## src/rtl/alu_result_buffer.sv

```systemverilog
// alu_result_buffer
//   Small lossless FIFO that sits behind the XOR/circular ALU stage. It holds
//   up to DEPTH {result, flags} pairs and presents the oldest one to the
//   consumer. It also tracks two summaries of every accepted result: a sticky
//   OR of the flags, and a saturating run length of consecutive Z=1 results.
//
// Parameters
//   DEPTH        number of buffered entries (power of two, 2..16)
//
// Ports
//   clk          rising-edge clock for all state
//   rst_n        asynchronous active-low reset
//   in_valid     producer presents a result this cycle
//   in_ready     buffer can accept (not full); depends on registered state only
//   in_y         4-bit result word
//   in_flags     {N,Z,C,V}, N in bit 3
//   out_valid    head entry available (not empty)
//   out_ready    consumer takes the head entry this cycle
//   out_y        head result, 0 when empty
//   out_flags    head flags, 0 when empty
//   count        number of entries currently held
//   sticky_clr   synchronous clear of sticky_flags
//   sticky_flags OR of the flags of all results accepted since the last clear
//   zero_run     consecutive accepted results with Z=1, saturating at 15

module alu_result_buffer #(
  parameter int DEPTH = 4
) (
  input  logic                     clk,
  input  logic                     rst_n,
  input  logic                     in_valid,
  output logic                     in_ready,
  input  logic [3:0]               in_y,
  input  logic [3:0]               in_flags,
  output logic                     out_valid,
  input  logic                     out_ready,
  output logic [3:0]               out_y,
  output logic [3:0]               out_flags,
  output logic [$clog2(DEPTH):0]   count,
  input  logic                     sticky_clr,
  output logic [3:0]               sticky_flags,
  output logic [3:0]               zero_run
);

  localparam int PW = $clog2(DEPTH);
  localparam int CW = PW + 1;

  logic [PW-1:0] wr_ptr_q, wr_ptr_d;
  logic [PW-1:0] rd_ptr_q, rd_ptr_d;
  logic [CW-1:0] count_q, count_d;
  logic [3:0]    sticky_q, sticky_d;
  logic [3:0]    zero_run_q, zero_run_d;

  logic          push;
  logic          pop;
  logic [7:0]    entries [DEPTH];
  logic [7:0]    head;

  // Full/empty come straight from the registered count, so out_ready never
  // reaches in_ready combinationally; a pop on a full buffer does not make
  // room for a push in the same cycle.
  assign in_ready  = (count_q != CW'(DEPTH));
  assign out_valid = (count_q != '0);

  assign push = in_valid & in_ready;
  assign pop  = out_valid & out_ready;

  // Storage: one register per slot, written only when the write pointer
  // selects it. Each slot is reset so nothing undefined can reach the head.
  genvar gi;
  generate
    for (gi = 0; gi < DEPTH; gi++) begin : g_entry
      logic [7:0] entry_q;

      always_ff @(posedge clk or negedge rst_n) begin
        if (!rst_n) begin
          entry_q <= '0;
        end else if (push && (wr_ptr_q == PW'(gi))) begin
          entry_q <= {in_y, in_flags};
        end
      end

      assign entries[gi] = entry_q;
    end
  endgenerate

  // Head is read combinationally from the registered slots, so an entry
  // written at edge k first shows up after that edge (no bypass from in_*).
  assign head      = entries[rd_ptr_q];
  assign out_y     = out_valid ? head[7:4] : 4'd0;
  assign out_flags = out_valid ? head[3:0] : 4'd0;

  always_comb begin
    wr_ptr_d   = wr_ptr_q;
    rd_ptr_d   = rd_ptr_q;
    count_d    = count_q;
    sticky_d   = sticky_q;
    zero_run_d = zero_run_q;

    // Pointers wrap naturally because DEPTH is a power of two.
    if (push) begin
      wr_ptr_d = wr_ptr_q + PW'(1);
    end
    if (pop) begin
      rd_ptr_d = rd_ptr_q + PW'(1);
    end

    case ({push, pop})
      2'b10:   count_d = count_q + CW'(1);
      2'b01:   count_d = count_q - CW'(1);
      default: count_d = count_q;
    endcase

    // A clear together with a push restarts the accumulation from the
    // incoming flags rather than dropping them.
    if (push) begin
      sticky_d = sticky_clr ? in_flags : (sticky_q | in_flags);
    end else if (sticky_clr) begin
      sticky_d = 4'd0;
    end

    if (push) begin
      if (in_flags[2]) begin
        zero_run_d = (zero_run_q == 4'd15) ? 4'd15 : (zero_run_q + 4'd1);
      end else begin
        zero_run_d = 4'd0;
      end
    end
  end

  always_ff @(posedge clk or negedge rst_n) begin
    if (!rst_n) begin
      wr_ptr_q   <= '0;
      rd_ptr_q   <= '0;
      count_q    <= '0;
      sticky_q   <= '0;
      zero_run_q <= '0;
    end else begin
      wr_ptr_q   <= wr_ptr_d;
      rd_ptr_q   <= rd_ptr_d;
      count_q    <= count_d;
      sticky_q   <= sticky_d;
      zero_run_q <= zero_run_d;
    end
  end

  assign count        = count_q;
  assign sticky_flags = sticky_q;
  assign zero_run     = zero_run_q;

endmodule

```

## config.mk

```make
export PLATFORM = sky130hd
export DESIGN_NAME = alu_result_buffer
export DESIGN_NICKNAME = d
export VERILOG_FILES = /design/src/rtl/alu_result_buffer.sv
export SDC_FILE = /design/constraint.sdc
export NUM_CORES = 1
export LEC_CHECK = 0
export BUFFER_PORTS_ARGS = -buffer_cell sky130_fd_sc_hd__buf_2
export CORE_MARGIN = 2
export CORE_UTILIZATION = 49
export CTS_CLUSTER_DIAMETER = 150
export DETAILED_ROUTE_END_ITERATION = 8
export PLACE_DENSITY = 0.76
export SKIP_LAST_GASP = 1
export SYNTH_ARGS = -nofsm -noshare
export SYNTH_HDL_FRONTEND = slang
export SYNTH_SLANG_ARGS = --single-unit
```

## constraint.sdc

```tcl
create_clock -name clk -period 2.1 [get_ports clk]
set_input_delay 0.21 -clock clk [delete_from_list [all_inputs] [get_ports clk]]
set_output_delay 0.21 -clock clk [all_outputs]
set_load 0.01 [all_outputs]
```

**Word level (Yosys, flattened, before mapping)**

Cells that the tools add are included.

- Flip-flop bits (word level): 47
- Word-level logic and storage cells: 45
- Bits of input ports: 13

- $lt $le $gt $ge: 1
- Bitwise logic cells: 4
- Equal/unequal tests: 7
- Reductions and logical operators: 8
- Add/sub/neg operators: 5
- Mux-type cells: 11

Operators with widths:

| operator | number |
|---|---|
| $mux 4 | 7 |
| $bmux 8 s2 | 1 |
| $mux 8 | 2 |
| $eq 2x2->1 const B | 3 |
| $pmux 3 s2 | 1 |
| $add 2x1->2 const B | 2 |
| $add 4x1->4 const B | 1 |
| $eq 2x1->1 const B | 2 |
| $eq 4x4->1 const B | 1 |
| $logic_and 1x1->1 | 4 |
| $or 4x4->4 | 1 |
| $reduce_bool 2->1 | 2 |
| $add 3x1->3 const B | 1 |
| $ge 3x3->1 const B | 1 |
| $ne 3x3->1 const B | 1 |
| $not 2->3 | 1 |
| $reduce_bool 3->1 | 1 |
| $sub 3x1->3 const B | 1 |
| $and 1x1->1 | 2 |
| $logic_not 2->1 | 1 |

**Longest topological paths before layout**

- Depth after elaboration: 5
- Gate-level depth with buffers: 11

**Worst setup path after synthesis**

OpenSTA, ideal clock, no wires.

- Path type: register -> register
- Start: register count_q[0] (netlist: count[0])
- End: register count_q[2] (netlist: count[2])
- Cell stages (with the launch flop): 12
- Path buffers: 2
- Path slack: -0.243 ns
- Library setup time: 0.079 ns
- Arrival: 2.264 ns
- Data required time: 2.021 ns
- Clock period less this slack: 2.343 ns
- Path through: dfrtp_1 or3b_1 buf_6 and2_4 buf_6 inv_1 ha_1 inv_1 fa_1 xor2_1 nor2_1 xor2_1

- Cells in the longest elaborated chain, start to end: 4

RTL lines:

| what | RTL line | text |
|---|---|---|
| start: declaration | 50 | `logic [CW-1:0] count_q, count_d;` |
| start signal: assignment | 141 | `count_q <= count_d;` |
| $ne 3x3->1 (*) | 62 | `assign in_ready = (count_q != CW'(DEPTH));` |
| net in_ready | 32 | `output logic in_ready,` |
| $and 1x1->1 (*) | 65 | `assign push = in_valid & in_ready;` |
| $eq 2x1->1 / $eq 2x2->1 (equally long branches) | 108 | `case ({push, pop})` |
| $pmux 3 s2 / $reduce_bool 2->1 (equally long branches) | n/a |  |

Mark *: on every way through the listed nets, which the timed path passes. The rest lies on a longest branch.
A chain may end at the register's enable or synchronous reset.

**Worst setup path after layout**

- Start: register count_q[1] (netlist: count[1])
- End: register count_q[2] (netlist: count[2])

- Cells in the longest elaborated chain, start to end: 4

RTL lines:

| what | RTL line |
|---|---|
| $ne 3x3->1 / $reduce_bool 3->1 (equally long branches) | 62, 63 |
| $and 1x1->1, on equally long branches | 65, 66 |
| $eq 2x1->1 / $eq 2x2->1 (equally long branches) | 108 |
| $pmux 3 s2 / $reduce_bool 2->1 (equally long branches) | n/a |

Several ways; a longest one is shown, not always the timed one.

==> results.py <==
metrics = {
    "outcome": {
        "status": "complete, no violations",
    },
    "worst_setup_path": {
        "arrival_ns": 2.25,
        "critPathRequiredTime_ns": 2.32,
        "worst-setup-path-type": "flop to flop",
        "path_max_fanout": 2,
        "endpoint_kind": "flop",
        "critPathLaunchType": "flop",
    },
    "yosys": {
        "postSynth.asyncResetShare_pct": 100,
        "postSynthAreaPerCell_sq_um": 14.4,
        "ys_warn_count": 0,
        "synthTopCellsByArea": "dfrtp_1 53%, mux2_2 17%, mux4_2 8.1%, ha_1 3.4%, and2_1 2.5%",
        "synth_seq_cells": 47,
        "yosys.area.top_type": "dfrtp_1",
        "ys_seq_area_share_pct": 53.0,
        "yosys_most_used_dff": "dfrtp_1",
        "synth_commonest_cells": "47 x dfrtp_1, 33 x mux2_2, 9 x and2_1, 8 x inv_1, 8 x mux4_2",
        "yosysTopAreaCellShare_pct": 53.0,
        "postSynthCellCount": 154,
        "synth_fp_nets": 174,
        "syn_area_sq_mm": 0.00222,
        "post-synth-top-count-cell": "dfrtp_1",
        "synth_edf_count": 0,
        "yosysUniqueCellTypes": 30,
    },
    "floorplanning": {
        "dieArea_sq_mm": 0.00508,
        "core_area_sq_mm": 0.00435,
        "die_h_um": 71.3,
        "die_w_um": 71.3,
        "num_io_pins": 34,
        "start_util_pct": 51.0,
        "rows": 24,
    },
    "clock_network": {
        "cts_tree": "built",
        "cts_sinks": 47,
        "cts_buffers": 5,
        "worst_skew_pair.late_latency_ns": 0.30,
        "clk_pin_slew_ns": 0.09,
        "cts_buffer_depth": 2,
        "htree_num_levels": 2,
        "cts_root_buf": "clkbuf_8",
    },
    "sta": {
        "setup-tns-final_ns": 0,
        "final-hold-violation-count": 0,
        "post-route-period-util_pct": 96.7,
        "period_needed_ns": 2.03,
        "slew_viol_final": 0,
        "skew_ns": 0.00659,
        "fin_ws_ns": 0.0700,
        "finalSetupViolations": 0,
        "relSlewSlack_pct": 62.1,
        "tightest_slew_ns": 0.568,
        "timing.fmax_mhz": 493,
    },
    "drt": {
        "wire_per_inst_um": 17.8,
        "met1_length_mm": 1.88,
        "drt_iter0_drc": 63,
        "dr_wl_met2_mm": 2.30,
        "finalWirelength_mm": 4.44,
        "final_antenna_net_count": 0,
        "met3WireLength_um": 223,
        "via_per_inst": 5.53,
        "drc": 0,
        "drt_pass1_iterations": 4,
        "num_vias": 1382,
        "highest_layer": "met4",
    },
    "place": {
        "hpwl_mm": 3.10,
        "preCtsSetupSlack_ns": 0.0365,
        "placedCellCount": 239,
        "port_buffers": 33,
        "placed_cell_area_sq_mm": 0.00249,
        "gp_congestion": 0.815,
    },
    "final_layout": {
        "multi_input_area_sq_um": 995,
        "antenna-diode-count": 0,
        "fillers": 319,
        "final-seq-area_sq_mm": 0.00118,
        "area_delta_synth_final_pct": 18.7,
        "final_area_sq_mm": 0.00263,
        "drive_gt1_share_pct": 52.0,
        "final_cells": 250,
        "fin_nets": 217,
    },
    "grt": {
        "grt_pass1_wl_mm": 7.31,
        "grt_max_degree": 25,
        "grt-ovfl-total": 0,
        "grt_pass1_vias": 1518,
        "track_usage_pct": 18.9,
        "antenna_found_initial": 0,
    },
    "min_path": {
        "hold_class": "input pin to flop",
    },
    "power_and_ir_drop": {
        "leakage_nw": 1.21,
        "pwr_density_cell_mw_per_mm2": 1610,
        "ir_worst_vdd_mv": 0.895,
    },
    "run": {
        "cap_violations": 0,
    },
}
## critical path, cell delays in order (launching register included)
cell	delay, ns
dfrtp_1	0.38
or3b_4	0.40
and2_4	0.18
inv_4	0.05
ha_4	0.13
inv_2	0.04
fa_2	0.35
xor2_1	0.15
nor2_1	0.11
xor2_1	0.16
## per-layer routing
metal,up-vias,GRT usage [%]
li1,632,-
met1,710,23.1
met2,36,32.4
met3,4,5.77
met4,0,5.87
met5,-,0
## area by class of cell
cell class | instances | area share, %
clock buffers | 6 | 3.14
inverters | 8 | 1.24
well taps | 52 | 2.47
flip-flops and latches | 47 | 44.7
repair buffers | 42 | 9.41
clock inverters | 2 | 1.33
multi-input cells | 93 | 37.8
## power by group
part           total [mW]  switching, mW  internal [mW]
logic                1.95          0.822           1.13
registers            1.62          0.281           1.34
clock network       0.683          0.298          0.385
total                4.25           1.40           2.85
## sequential cells by signal, summed over array words and instances, names as in the netlist
register         cells
zero_run             4
rd_ptr_q             2
wr_ptr_q             2
count                3
sticky_flags         4
g_entry.entry_q     32
## cells by family after synthesis
family | count (synthesis) | share of synthesized area, %
AOI/OAI and AO/OA | 13 | 4.00
xor gates and xnor gates | 6 | 2.37
adders and majority gates | 7 | 4.28
buffers and inverters | 14 | 3.10
DFF | 47 | 53.0
muxes | 43 | 26.0
and+or+nand+nor | 24 | 7.27
## through the flow
| step | power (mW) | utilization [%] | hold slack (ns) |
|---|---|---|---|
| floorplan | 2.95 | - | -0.0856 |
| global placement | 3.41 | 57.1 | 0.212 |
| detailed placement | 3.57 | 57.1 | 0.238 |
| CTS | 4.26 | 60.0 | 0.171 |
| global route | 4.54 | 60.5 | 0.177 |
| finish | 4.25 | 60.5 | 0.179 |
## cells in the final DEF (no fill, tap or decap), types with 2 or more instances in the layout
master	n
dfrtp_1	47
mux2_2	33
buf_2	33
mux4_2	8
and2_1	8
buf_4	7
inv_1	6
clkbuf_8	6
ha_1	5
nand3_2	4
a22o_1	4
xnor2_1	3
xor2_1	3
o21ai_0	3
nand3_1	3
and2_4	2
a31oi_1	2
a21oi_1	2
## final timing paths
| kind | start | end | slack [ns] | cells past startpoint |
|---|---|---|---|---|
| setup / recovery | count[1] | count[2] | 0.07 | 9 |
| hold / removal | in_y[1] | g_entry[2].entry_q[5] | 0.18 | 2 |
| setup reg to reg | count[1] | count[2] | 0.07 | 9 |
| hold reg to reg | g_entry[2].entry_q[1] | g_entry[2].entry_q[1] | 0.51 | 1 |
| max in group asynchronous | rst_n | g_entry[2].entry_q[2] | 1.14 | 3 |
| min in group asynchronous | rst_n | g_entry[0].entry_q[6] | 0.43 | 2 |
## repair_timing
item	4_1_cts	5_1_grt
hold buffers	1	0
resized for setup	0	3
setup buffers	0	2
hold endpoints to repair	23	0
endpoints found under the setup margin	0	2
Note: power is estimated with default switching activity, not from simulation.
